[src/rtl/video_packer.sv]
// ---------------------------------------------------------------------------------------------
// video_packer
//   Front end of the video pack interface. Samples single-clock DVP-style video, tracks the
//   pixel column/line, and emits one registered pack word per clock (1-cycle latency) once
//   the packer has locked to a frame boundary. Short lines and frames with the wrong line
//   count are flagged with one-cycle error pulses.
//
// Parameters
//   H_ACT   active pixels per line
//   V_ACT   active lines per frame
//   VS_POL  active level of i_vs
//
// Ports
//   clk      pixel clock
//   rst      asynchronous reset, active-high
//   en       packing enable; low forces IDLE from the next cycle
//   i_vs     vertical sync (raw level, polarity per VS_POL)
//   i_hs     horizontal sync, passed through
//   i_de     data enable
//   i_rgb    {r[7:0], g[7:0], b[7:0]}
//   o_pack   {r,g,b, vs, hs, de, sof, x[XW], y[YW]}, zero unless locked
//   h_err    pulse: completed line had fewer than H_ACT active pixels
//   v_err    pulse: completed frame did not contain V_ACT lines
//   locked   high while in RUN
// ---------------------------------------------------------------------------------------------
module video_packer #(
    parameter logic [11:0] H_ACT  = 12'd1280,
    parameter logic [11:0] V_ACT  = 12'd720,
    parameter logic        VS_POL = 1'b1,
    localparam int XW        = $clog2(H_ACT),
    localparam int YW        = $clog2(V_ACT),
    localparam int PACK_SIZE = 3 * 8 + 4 + XW + YW
) (
    input  logic                 clk,
    input  logic                 rst,
    input  logic                 en,
    input  logic                 i_vs,
    input  logic                 i_hs,
    input  logic                 i_de,
    input  logic [23:0]          i_rgb,
    output logic [PACK_SIZE-1:0] o_pack,
    output logic                 h_err,
    output logic                 v_err,
    output logic                 locked
);

    // Counter limits. xc saturates at H_ACT so an overlong line reads as exactly H_ACT;
    // yc saturates one past V_ACT so an extra line is still distinguishable from a full frame.
    localparam logic [XW:0]   X_SAT    = H_ACT[XW:0];
    localparam logic [XW:0]   X_LAST   = X_SAT - 1'b1;
    localparam logic [XW-1:0] X_LAST_F = X_LAST[XW-1:0];
    localparam logic [YW:0]   Y_FULL   = V_ACT[YW:0];
    localparam logic [YW:0]   Y_SAT    = Y_FULL + 1'b1;
    localparam logic [YW:0]   Y_LAST   = Y_FULL - 1'b1;
    localparam logic [YW-1:0] Y_LAST_F = Y_LAST[YW-1:0];

    typedef enum logic [1:0] {
        StIdle,
        StWaitVs,
        StRun
    } state_e;

    state_e                 state_q, state_d;
    logic                   vs_q, de_q;
    logic [XW:0]            xc_q, xc_d;
    logic [YW:0]            yc_q, yc_d;
    logic [PACK_SIZE-1:0]   pack_q, pack_d;
    logic                   h_err_q, h_err_d;
    logic                   v_err_q, v_err_d;
    logic                   locked_q, locked_d;

    logic                   vs_act;
    logic                   vs_rise;
    logic                   de_fall;
    logic                   pack_act;
    logic                   in_run;
    logic [YW:0]            yc_done;
    logic [YW:0]            y_cur;
    logic [XW-1:0]          x_fld;
    logic [YW-1:0]          y_fld;
    logic                   sof;

    // ---------------------------------------------------------------------------------------
    // Edge detection on the polarity-normalised vsync and on de
    // ---------------------------------------------------------------------------------------
    assign vs_act  = (i_vs == VS_POL);
    assign vs_rise = vs_act & ~vs_q;
    assign de_fall = de_q & ~i_de;

    // ---------------------------------------------------------------------------------------
    // Column / line counters. They track the incoming video in every state so that the
    // coordinates are already correct on the cycle that locks.
    // ---------------------------------------------------------------------------------------
    always_comb begin
        xc_d = xc_q;
        if (!i_de) begin
            xc_d = '0;
        end else if (xc_q != X_SAT) begin
            xc_d = xc_q + 1'b1;
        end
    end

    always_comb begin
        // Line count including a line that completes this cycle; a coincident vs_rise checks
        // this value before clearing the counter.
        yc_done = yc_q;
        if (de_fall && (yc_q != Y_SAT)) begin
            yc_done = yc_q + 1'b1;
        end
        yc_d = vs_rise ? '0 : yc_done;
    end

    // ---------------------------------------------------------------------------------------
    // Coordinate fields
    // ---------------------------------------------------------------------------------------
    always_comb begin
        x_fld = '0;
        if (i_de) begin
            x_fld = (xc_q > X_LAST) ? X_LAST_F : xc_q[XW-1:0];
        end
        y_cur = vs_rise ? '0 : yc_q;
        y_fld = (y_cur > Y_LAST) ? Y_LAST_F : y_cur[YW-1:0];
        sof   = i_de && (x_fld == '0) && (y_fld == '0);
    end

    // ---------------------------------------------------------------------------------------
    // State machine and registered outputs
    // ---------------------------------------------------------------------------------------
    always_comb begin
        state_d = state_q;
        unique case (state_q)
            StIdle:   if (en) state_d = StWaitVs;
            StWaitVs: if (vs_rise) state_d = StRun;
            StRun:    state_d = StRun;
            default:  state_d = StIdle;
        endcase
        if (!en) begin
            state_d = StIdle;
        end
    end

    always_comb begin
        // The locking vs_rise cycle is already packed as RUN, so packing follows state_d.
        pack_act = (state_d == StRun);
        // Error checks only apply once locked; the locking vs_rise itself is excluded.
        in_run   = en && (state_q == StRun);

        pack_d   = '0;
        if (pack_act) begin
            pack_d = {i_rgb, i_vs, i_hs, i_de, sof, x_fld, y_fld};
        end
        h_err_d  = in_run && de_fall && (xc_q != X_SAT);
        v_err_d  = in_run && vs_rise && (yc_done != Y_FULL);
        locked_d = pack_act;
    end

    always_ff @(posedge clk or posedge rst) begin
        if (rst) begin
            state_q  <= StIdle;
            vs_q     <= 1'b0;
            de_q     <= 1'b0;
            xc_q     <= '0;
            yc_q     <= '0;
            pack_q   <= '0;
            h_err_q  <= 1'b0;
            v_err_q  <= 1'b0;
            locked_q <= 1'b0;
        end else begin
            state_q  <= state_d;
            vs_q     <= vs_act;
            de_q     <= i_de;
            xc_q     <= xc_d;
            yc_q     <= yc_d;
            pack_q   <= pack_d;
            h_err_q  <= h_err_d;
            v_err_q  <= v_err_d;
            locked_q <= locked_d;
        end
    end

    assign o_pack = pack_q;
    assign h_err  = h_err_q;
    assign v_err  = v_err_q;
    assign locked = locked_q;

endmodule

[config.mk]
export PLATFORM = sky130hd
export DESIGN_NAME = video_packer
export DESIGN_NICKNAME = d
export VERILOG_FILES = /design/src/rtl/video_packer.sv
export SDC_FILE = /design/constraint.sdc
export NUM_CORES = 1
export LEC_CHECK = 0
export CAP_MARGIN = 30
export CORE_ASPECT_RATIO = 1.1
export CORE_MARGIN = 10
export CORE_UTILIZATION = 49
export DETAILED_ROUTE_END_ITERATION = 8
export GPL_ROUTABILITY_DRIVEN = 0
export MAX_ROUTING_LAYER = met4
export PLACE_DENSITY_LB_ADDON = 0.25
export SYNTH_ARGS = -nofsm -noshare
export SYNTH_HDL_FRONTEND = slang
export SYNTH_SLANG_ARGS = --single-unit
[constraint.sdc]
create_clock -name clk -period 3.2 [get_ports clk]
set_input_delay 0.32 -clock clk [delete_from_list [all_inputs] [get_ports clk]]
set_output_delay 0.32 -clock clk [all_outputs]
set_load 0.03 [all_outputs]
---- Word-level counts from Yosys, hierarchy flattened ----
Cells that the tools add are included.
word-level totals
  word-level logic and storage cells ...... 47
  output and inout port bits .............. 52
  register bits ........................... 79
  input port bits ......................... 30
cells by class
  reduce and logical (&&, ||, !) cells .... 11
  add/sub/neg operators ................... 2
  mux-type cells .......................... 12
  bitwise operators ....................... 4
  equality and inequality tests ........... 7
  $lt $le $gt $ge ......................... 2
operators by type and width
  cell                                                             number
  two-way mux 11 bit                                               5
  two-way mux 49 bit                                               1
  two-way mux 12 bit                                               2
  != test 11 x 10 -> 1 bit, second input constant                  2
  adder 12 x 1 -> 12 bit, second input constant                    1
  greater-than comparator 12 x 11 -> 1 bit, second input constant  1
  != test 12 x 11 -> 1 bit, second input constant                  1
  adder 11 x 1 -> 11 bit, second input constant                    1
  greater-than comparator 11 x 10 -> 1 bit, second input constant  1
  logical NOT 11 bit                                               1
  logical NOT 10 bit                                               1
  two-way mux 10 bit                                               1
  logical AND 1 bit                                                8
  case mux 2 bit (3 select lines)                                  1
  equality test 2 bit, second input constant                       2
  two-way mux 2 bit                                                2
  AND 1 bit                                                        2
  equality test 2 x 1 -> 1 bit, second input constant              1
  logical NOT 2 bit                                                1
  != test 2 x 1 -> 1 bit, second input constant                    1
  inverter 1 bit                                                   2

---- Depth between registers and ports, before layout ----
Gate-level depths: netlist of run 1.
  depth after elaboration ................. 8
  gate-level depth with buffers ........... 8
  mapped depth without buffers ............ 7

---- Worst setup path before layout of run 1 ----
OpenSTA, ideal clock, no wires.
  kind .................................... reg-to-reg
  start point ............................. reg yc_q[1]
  end point ............................... reg v_err_q (netlist: v_err)
  path slack .............................. 1.376 ns
  data required time ...................... 3.118 ns
  data arrival time ....................... 1.742 ns
  setup time .............................. 0.082 ns
  cell stages (with the launch flop) ...... 9
  clock period less this slack ............ 1.824 ns
  buffers on the path ..................... 1
  cell sequence ........................... dfrtp_1 clkbuf_1 inv_1 ha_1 nand3b_1 o41a_1 and3_1 o211a_1 a31oi_1
on the way
  word-level cells in the longest chain between the ends .. 5
  elaborated cells on any way between the ends .. 6
  classes of those cells .................. add/sub (1); eq/ne (2); mux (1); reduce/logical (2)
RTL lines
  what                                                            line  source
  start: declaration                                              66    logic [YW:0] yc_q, yc_d;
  start signal: assignment                                        173   yc_q <= yc_d;
  branches (longest 2 deep; another with adder 11 x 1 -> 11 bit)  -
  two-way mux 11 bit *                                            107   if (de_fall && (yc_q != Y_SAT)) begin
  != test 11 x 10 -> 1 bit *                                      153   v_err_d = in_run && vs_rise && (yc_done != Y_FULL);
  logical AND 1 bit *                                             153
  net v_err_d                                                     69    logic v_err_q, v_err_d;
  end signal: assignment                                          176   v_err_q <= v_err_d;
  end: declaration                                                69
Mark *: on every way through the listed nets, which the timed path passes.
A chain may end at the register's enable or synchronous reset.

---- Worst setup path in the final report of run 1 ----
  start point ............................. reg yc_q[0]
  end point ............................... reg v_err_q (netlist: v_err)
The elaborated chain is that of the path after synthesis.

==> metrics, run 1 <==
Post-synth EDFFs 0; status completed; core area 0.00656 sq mm; Top FF cell, synth dfrtp_1; Bufs on Longest Clock Path 2; Die Y 106 microns; Core Util, Final 0.659; Slew @ Worst Pin 857 ps; synthesis-to-finish area growth 32.2%; total power 1930 uW; Post-CTS Repair Setup Buffers 0; area leader, netlist dfrtp_1; vias in the first global route 2435; final worst-path cycle share 0.614; CP Data Arrival Time 2220 ps; Multi-input gate area 0.00118 sq mm; # H-tree levels 3; Routed WL 6680 microns; 1st-pass router iterations 4; post-cts resize count 0; family with the most delay on the worst path compound AO/OA/AOI/OAI gates; CP required 3460 ps; Worst path depth 6; CTS buffer count 9; Vias/cell 5.03; pin count of the biggest net entering global routing 54; register bit total from synthesis 79; Critical Path Start Type register; Syn Std Cell Area 0.00327 sq mm; setup TNS 0 ps; Ys Warns 0; clock sink count 79; distinct cell type count after synthesis 45; clk root buf clkbuf_8; Synth area leaders dfrtp_1 (60%), and2_1 (7.8%), nor2_1 (5.7%), xnor2_1 (3.2%), xor2_1 (2.1%); Fmax 509 MHz; ys async rst share 1.00; die area 0.0103 sq mm; chip width 97.9 microns; minimum clock period 1960 ps; WP buf/inv 0; Syn Nets 332; register area 0.00198 sq mm; synthesized instance count 298; hpwl dp 5000 microns; Final #Nets 411; num rows 31; Final Hold Vio Count 0; clk slew on worst S/H paths 70 ps; leakage power 0.00198 uW; Slew headroom 0.428; Mean Syn Cell Area 11.0 sq um; via count 2324; clock latency on the worst-skew pair 340 ps; area share of the largest cell type after synthesis 0.604; ant diodes 0; Final ANT Viol Nets 0; RSZ-0062 raised after global routing false; global-route wire length before repair 11300 microns; Max rail drop VDD 0.000278 V; slowest cell on the critical path dfrtp_1; Final Skew 9.43 ps; initial antenna violation count 0; DR WL/cell 14.5 microns; fillers 513; Max stage delay on crit path 570 ps; Slew Limit Fails 0; initial drt markers 99; CTS Hold Bufs 0; Hold Crit Class input pin to asynchronous set/reset pin; DRC 0; share of layout cells above drive strength 1 0.0579; # setup viols final 0; buffers added on ports 81; max capacitance violation total 0; io pins 82; global route total overflow 0; P per Cell Area 445 mW/mm^2; crit path cell chain ha_1 > nand3b_1 > o41a_1 > and3_1 > o211a_1 > a31oi_1; CTS tree built; crit path kind register to register; Worst Path Max Fanout 11; sequential element share of the synthesized area 0.604; total track usage 0.135; R2R depth 6; Initial Utilization 0.499; Crit. End Element register
==> final cells by class <==
cell class,instances,area share
tap,82,0.0237
inverter,7,0.00637
timing repair buffer,86,0.196
multi-input combinational,194,0.274
sequential,79,0.457
clock buffer,10,0.0318
clock inverter,4,0.0110
==> synthesized netlist by cell type (all sizes together), types with 3 or more instances <==
cell type and instances:
clkbuf 13, xor2 8, and3 3, nand4b 3
nor3 5, ha 4, nor4 5, xnor2 12
dfrtp 79, o21a 3, nand2 12, buf 5
inv 7, nand4 6, a21oi 3, nor2 50
nand3 6, nor2b 5, nand2b 3, and2 41
==> report_power, final <==
group	total [uW]	internal, uW	switching (uW)
logic	175	84.3	90.2
registers	1050	1020	29.0
clock network	703	370	332
==> through the flow <==
stage	setup WS, ps	cell area (sq um)	hold slack, ps	instances
2_1_floorplan	857	3270	351	298
3_3_place_gp	1110	4140	454	448
3_5_place_dp	907	4140	482	448
4_1_cts	1230	4320	481	462
5_1_grt	1060	4320	510	462
6_report	1240	4320	458	462
==> flip-flops by register name (all words and copies together) (netlist names) <==
register,count
state_q,2
vs_q,1
o_pack,49
h_err,1
locked,1
yc_q,11
de_q,1
xc_q,12
v_err,1
==> worst register-to-register path: stages (launching register included) <==
cell	delay, ps
dfrtp_1	570
ha_1	210
nand3b_1	100
o41a_1	410
and3_1	220
o211a_1	220
a31oi_1	160
==> path summary, 6_finish.rpt <==
path | startpoint | endpoint | slack [ps]
max | yc_q[0]$_DFF_PP0_ | v_err$_DFF_PP0_ | 1240
min in group clk | state_q[0]$_DFF_PP0_ | state_q[0]$_DFF_PP0_ | 490
max in group asynchronous | rst | yc_q[7]$_DFF_PP0_ | 2040
max reg2reg | yc_q[0]$_DFF_PP0_ | v_err$_DFF_PP0_ | 1240
min reg2reg | state_q[0]$_DFF_PP0_ | state_q[0]$_DFF_PP0_ | 490
min | rst | o_pack[30]$_DFF_PP0_ | 460
==> placed cells by master (no fill, tap or decap), drive strengths merged, types with 4 or more instances in the layout <==
| cell | instances |
|---|---|
| nand3 | 6 |
| nor2 | 50 |
| xor2 | 8 |
| inv | 6 |
| and2 | 41 |
| clkbuf | 10 |
| nor4 | 5 |
| nand2 | 12 |
| clkdlybuf4s50 | 81 |
| buf | 5 |
| dfrtp | 79 |
| nor2b | 5 |
| ha | 4 |
| nor3 | 5 |
| nand4 | 6 |
| xnor2 | 12 |
==> logic make-up after synthesis <==
family                     count (synthesis)  synth area share
and+or+nand+nor                          152             0.252
DFF                                       79             0.604
buffers and inverters                     25            0.0340
xor gates and xnor gates                  20            0.0536
AOI/OAI and AO/OA                         17            0.0375
adders and majority gates                  4            0.0153
muxes                                      1           0.00306
==> routing by layer <==
metal / part of all wire / up-vias / GRT usage
li1: - / 1133 / -
met1: 0.42 / 1077 / 0.148
met3: 0.14 / 10 / 0.0888
met2: 0.43 / 104 / 0.192
met4: 0.011 / 0 / 0.0489
met5: 0 / - / -
Note: power is estimated with default switching activity, not from simulation.
==> inputs of run 2 (changes only) <==
==> constraint.sdc (replaced) <==
create_clock -name clk -period 2 [get_ports clk]
set_input_delay 0.2 -clock clk [delete_from_list [all_inputs] [get_ports clk]]
set_output_delay 0.2 -clock clk [all_outputs]
set_load 0.03 [all_outputs]
==> metrics, run 2 (synthesis results as in run 1) <==
post-route cell area 0.00442 sq mm; Placed Area 0.00420 sq mm; Final #Nets 417; DR WL/cell 14.9 microns; global-route wire length before repair 11500 microns; leakage power 0.00203 uW; Comb power frac 0.097; Post-CTS Repair Setup Buffers 0; clock latency on the worst-skew pair 350 ps; most frequent cells in the layout clkdlybuf4s50_1 (81), dfrtp_1 (79), nor2_1 (50); RSZ-0062 raised after global routing false; ant diodes 0; initial antenna violation count 0; Pint 2480 uW; CP Data Arrival Time 2150 ps; status completed; hpwl dp 5080 microns; Worst Path Max Fanout 7; initial drt markers 145; Max stage delay on crit path 530 ps; post-cts resize count 0; switching part of the total 0.240; Bufs on Longest Clock Path 2; pin count of the biggest net entering global routing 80; non-filler cells, final 470; DRC 0; clk root buf clkbuf_8; via count 2383; synthesis-to-finish area growth 35.0%; sw power 785 uW; CTS tree built; P per Cell Area 740 mW/mm^2; Critical Path Start Type register; crit path cell chain nand4b_4 > o41a_1 > and3_1 > o211a_1 > a31oi_1; Largest register FFs 49; 1st-pass router iterations 4; Slew @ Worst Pin 500 ps; Max rail drop VDD 0.000599 V; Slew Limit Fails 0; vias in the first global route 2393; share of layout cells above drive strength 1 0.0773; io pins 82; num rows 31; Final ANT Viol Nets 0; slowest cell on the critical path dfrtp_1; Fmax 534 MHz; Routed WL 7010 microns; Initial Utilization 0.499; die area 0.0103 sq mm; Die Y 106 microns; # H-tree levels 3; Final Skew 8.47 ps; Core Util, Final 0.674; buffers added on ports 81; final worst-path cycle share 0.936; clock sink count 79; commonest non-fill, non-tap cell in the layout clkdlybuf4s50_1; setup TNS 0 ps; Slew headroom 0.662; CP required 2280 ps; Sequential Power Share 0.508; core area 0.00656 sq mm; CTS Hold Bufs 0; # setup viols final 0; max capacitance violation total 0; Hold Crit Class input pin to asynchronous set/reset pin; Vias/cell 5.07; global route total overflow 0; CTS buffer count 9; Final Hold Vio Count 0; total track usage 0.140; crit path kind register to register; Clk pwr share 0.395; chip width 97.9 microns; fillers 504; minimum clock period 1870 ps; clk slew on worst S/H paths 80 ps; Crit. End Element register; total power 3270 uW; Placed Cells incl. Taps 454
[run 2: cell types whose count changed in the layout (fill, tap and decap cells not counted)]
cell / change
buf_12: +1
clkinvlp_4: +1
clkbuf_8: -1
clkinv_4: +1
inv_6: +1
bufinv_16: +1
buf_4: +5
clkinv_2: -1
[run 2: worst paths after layout]
kind,from,to,slack (ps),cells past startpoint
max reg2reg,yc_q[9]$_DFF_PP0_,v_err$_DFF_PP0_,130,5
min in group clk,i_vs,vs_q$_DFF_PP0_,380,1
min reg2reg,state_q[0]$_DFF_PP0_,state_q[0]$_DFF_PP0_,480,1
min,rst,xc_q[4]$_DFFE_PP0P_,270,3
max in group asynchronous,rst,o_pack[19]$_DFF_PP0_,1370,3
max,yc_q[9]$_DFF_PP0_,v_err$_DFF_PP0_,130,5
[run 2: layout make-up]
class                   count  area, sq um  share of cell area
clock inverters             7         95.1              0.0215
well taps                  82          103              0.0232
multi-input cells         194         1180               0.268
repair buffers             92          906               0.205
clock buffers               9          124              0.0280
inverters                   7         30.0             0.00680
flip-flops and latches     79         1980               0.448
[run 2: metal layers]
metal,vias to the layer above,track usage,part of all wire
met5,-,-,0
met4,0,0.0499,0.0093
met3,7,0.0986,0.15
met2,114,0.194,0.43
met1,1123,0.155,0.41
li1,1139,-,-
[run 2: power groups by stage]
stage,combinational [uW],clock [uW],sequential [uW]
floorplan,143,0,1710
global placement,316,0,1690
detailed placement,319,0,1690
CTS,322,1320,1660
global route,351,1390,1670
finish,318,1290,1660
[run 2: metrics by stage]
| step | setup WS, ps | hold slack (ps) |
|---|---|---|
| finish | 129 | 275 |
| CTS | 134 | 316 |
| global placement | 108 | 458 |
| floorplan | 176 | 231 |
| global route | 61.9 | 335 |
| detailed placement | -5.79 | 479 |
[run 2: worst max-delay path, delay by kind of cell (launching register included)]
| kind | cells | cell delay [ps] |
|---|---|---|
| AND/OR/NAND/NOR | 2 | 390 |
| flip-flops | 1 | 530 |
| AO/OA/AOI/OAI | 3 | 880 |
==> inputs of run 3 (changes only) <==
--- a/config.mk
+++ b/config.mk
@@ -5,10 +5,11 @@
 export SDC_FILE = /design/constraint.sdc
 export NUM_CORES = 1
 export LEC_CHECK = 0
+export ABC_AREA = 1
 export CAP_MARGIN = 30
 export CORE_ASPECT_RATIO = 1.1
 export CORE_MARGIN = 10
-export CORE_UTILIZATION = 49
+export CORE_UTILIZATION = 42
 export DETAILED_ROUTE_END_ITERATION = 8
 export GPL_ROUTABILITY_DRIVEN = 0
 export MAX_ROUTING_LAYER = met4
==> metrics, run 3 <==
sw power 931 uW; Worst Path Max Fanout 10; die area 0.0124 sq mm; Final ANT Viol Nets 0; Vias/cell 4.73; synthesis-to-finish area growth 35.0%; global-route wire length before repair 14000 microns; via count 2907; most frequent cells after synthesis dfrtp_1 (79), nand2_1 (71), inv_1 (68); Pint 2580 uW; share of layout cells above drive strength 1 0.120; RSZ-0062 raised after global routing false; Final Skew 10.1 ps; Max rail drop VDD 0.000423 V; Synth Area in Simple Gates 0.272; global route total overflow 0; leakage power 0.00240 uW; switching part of the total 0.265; multiplexer area fraction after synthesis 0; area share of the largest cell type after synthesis 0.564; register bit total from synthesis 79; buffers added on ports 81; clock latency on the worst-skew pair 350 ps; CP required 2260 ps; Initial Utilization 0.436; clk root buf clkbuf_8; largest family of logic cells by synthesized area simple AND/OR/NAND/NOR gates; Critical Path Start Type register; setup TNS 0 ps; most frequent cell after synthesis dfrtp_1; total track usage 0.143; ant diodes 0; clock sink count 79; Synth Area in XOR/XNOR 0.00750; initial antenna violation count 0; fillers 684; crit path cell chain inv_1 > ha_1 > nand2_1 > nor2_1 > nand3_2 > nand2_2 > nand2_1 > nand2_1 > nand2_1 > nor2_1 > nand3_1 > nand2_1 > inv_1; commonest non-fill, non-tap cell in the layout clkdlybuf4s50_1; non-filler cells, final 615; slowest cell on the critical path dfrtp_1; Comb power frac 0.142; Sequential Power Share 0.487; Slew headroom 0.755; DRC 0; synthesized instance count 409; status completed; Slew @ Worst Pin 366 ps; final worst-path cycle share 0.891; Hold Crit Class input pin to asynchronous set/reset pin; chip width 107 microns; WHS 168 ps; Synth area leaders dfrtp_1 (56%), nand2_1 (7.6%), inv_1 (7.3%), nor2_1 (7.2%), nand3_1 (3.3%); ys async rst share 1.00; most frequent cell on the critical path nand2_1; sequential element share of the synthesized area 0.564; DR WL/cell 13.6 microns; Post-CTS Repair Setup Buffers 0; adder-cell share of the synthesized area 0.0143; hpwl dp 6420 microns; CTS Hold Bufs 0; Max stage delay on crit path 440 ps; CTS buffer count 9; Synth Area in Compound Gates 0.0471; # H-tree levels 3; most frequent cells in the layout clkdlybuf4s50_1 (81), dfrtp_1 (79), nand2_1 (71); Die Y 116 microns; Syn Nets 443; Post-synth EDFFs 0; CP Data Arrival Time 2040 ps; Syn Std Cell Area 0.00350 sq mm; Ys Warns 0; distinct cell type count after synthesis 30; 1st-pass router iterations 4; Placed Cells incl. Taps 600; Bufs on Longest Clock Path 2; Mean Syn Cell Area 8.57 sq um; area leader, netlist dfrtp_1; Clk pwr share 0.372; CTS tree built; Largest register FFs 49; # setup viols final 0; total power 3510 uW; Slew Limit Fails 0; clk slew on worst S/H paths 80 ps; Routed WL 8390 microns; Top FF cell, synth dfrtp_1; initial drt markers 227; Fmax 561 MHz; pin count of the biggest net entering global routing 38; P per Cell Area 742 mW/mm^2; max capacitance violation total 0; post-cts resize count 0; minimum clock period 1780 ps; core area 0.00804 sq mm; vias in the first global route 2795; num rows 34; io pins 82; Crit. End Element register; Core Util, Final 0.589; Final #Nets 537; Final Hold Vio Count 0; crit path kind register to register
[run 3: changes by cell type after synthesis, sizes merged, moves of 6 or more]
| cell | before | now |
|---|---|---|
| a21oi | 3 | 19 |
| and2 | 41 | 0 |
| clkbuf | 13 | 4 |
| inv | 7 | 77 |
| nand2 | 12 | 80 |
| nand3 | 6 | 28 |
| nor2 | 50 | 75 |
| o21ai | 2 | 11 |
| xnor2 | 12 | 1 |
| xor2 | 8 | 2 |
[run 3: cell type report]
class	instances	area (sq um)	share of cell area
Clock inverter	5	82.6	0.0175
Sequential cell	79	1980	0.418
Multi-Input combinational cell	245	1200	0.253
Clock buffer	10	138	0.0291
Inverter	77	293	0.0619
Tap cell	108	135	0.0286
Timing Repair Buffer	91	911	0.192
[run 3: final timing paths]
kind / endpoint / from / slack (ps) / cells past startpoint
min reg2reg: xc_q[8]$_DFFE_PP0P_ / xc_q[8]$_DFFE_PP0P_ / 520 / 1
max reg2reg: v_err$_DFF_PP0_ / yc_q[1]$_DFF_PP0_ / 220 / 13
min in group clk: vs_q$_DFF_PP0_ / i_vs / 340 / 1
min: o_pack[30]$_DFF_PP0_ / rst / 170 / 2
max: v_err$_DFF_PP0_ / yc_q[1]$_DFF_PP0_ / 220 / 13
max in group asynchronous: xc_q[0]$_DFFE_PP0P_ / rst / 1350 / 3
[run 3: cells by family (layout without fill, tap and decap cells)]
family / Yosys count / after routing
buffers and inverters: 85 / 183
XOR/XNOR: 3 / 3
adder cells (fa/ha/maj): 4 / 4
flip-flops: 79 / 79
AND/OR/NAND/NOR: 206 / 206
AO/OA/AOI/OAI: 32 / 32
[run 3: metrics by stage]
stage,area (sq um),worst slack [ps]
3_3_place_gp,4510,219
4_1_cts,4730,253
6_report,4730,218
3_5_place_dp,4510,174
5_1_grt,4730,18.6
2_1_floorplan,3510,429
[run 3: power by group through the flow]
stage / registers, uW / logic [uW] / clock network [uW]
CTS: 1710 / 500 / 1340
floorplan: 1780 / 249 / 0
finish: 1710 / 497 / 1300
detailed placement: 1740 / 497 / 0
global placement: 1740 / 494 / 0
global route: 1720 / 554 / 1430
[run 3: critical path: cells and delay by family (launching register included)]
kind	cells	cell delay, ps
adder cells (fa/ha/maj)	1	140
buffers and inverters	2	140
AND/OR/NAND/NOR	10	970
flip-flops	1	440
[run 3: layer usage]
layer  wire, microns  global-route usage
met1            3810               0.181
met4             161              0.0479
met3             642              0.0383
met2            3780               0.218
met5               0                   -
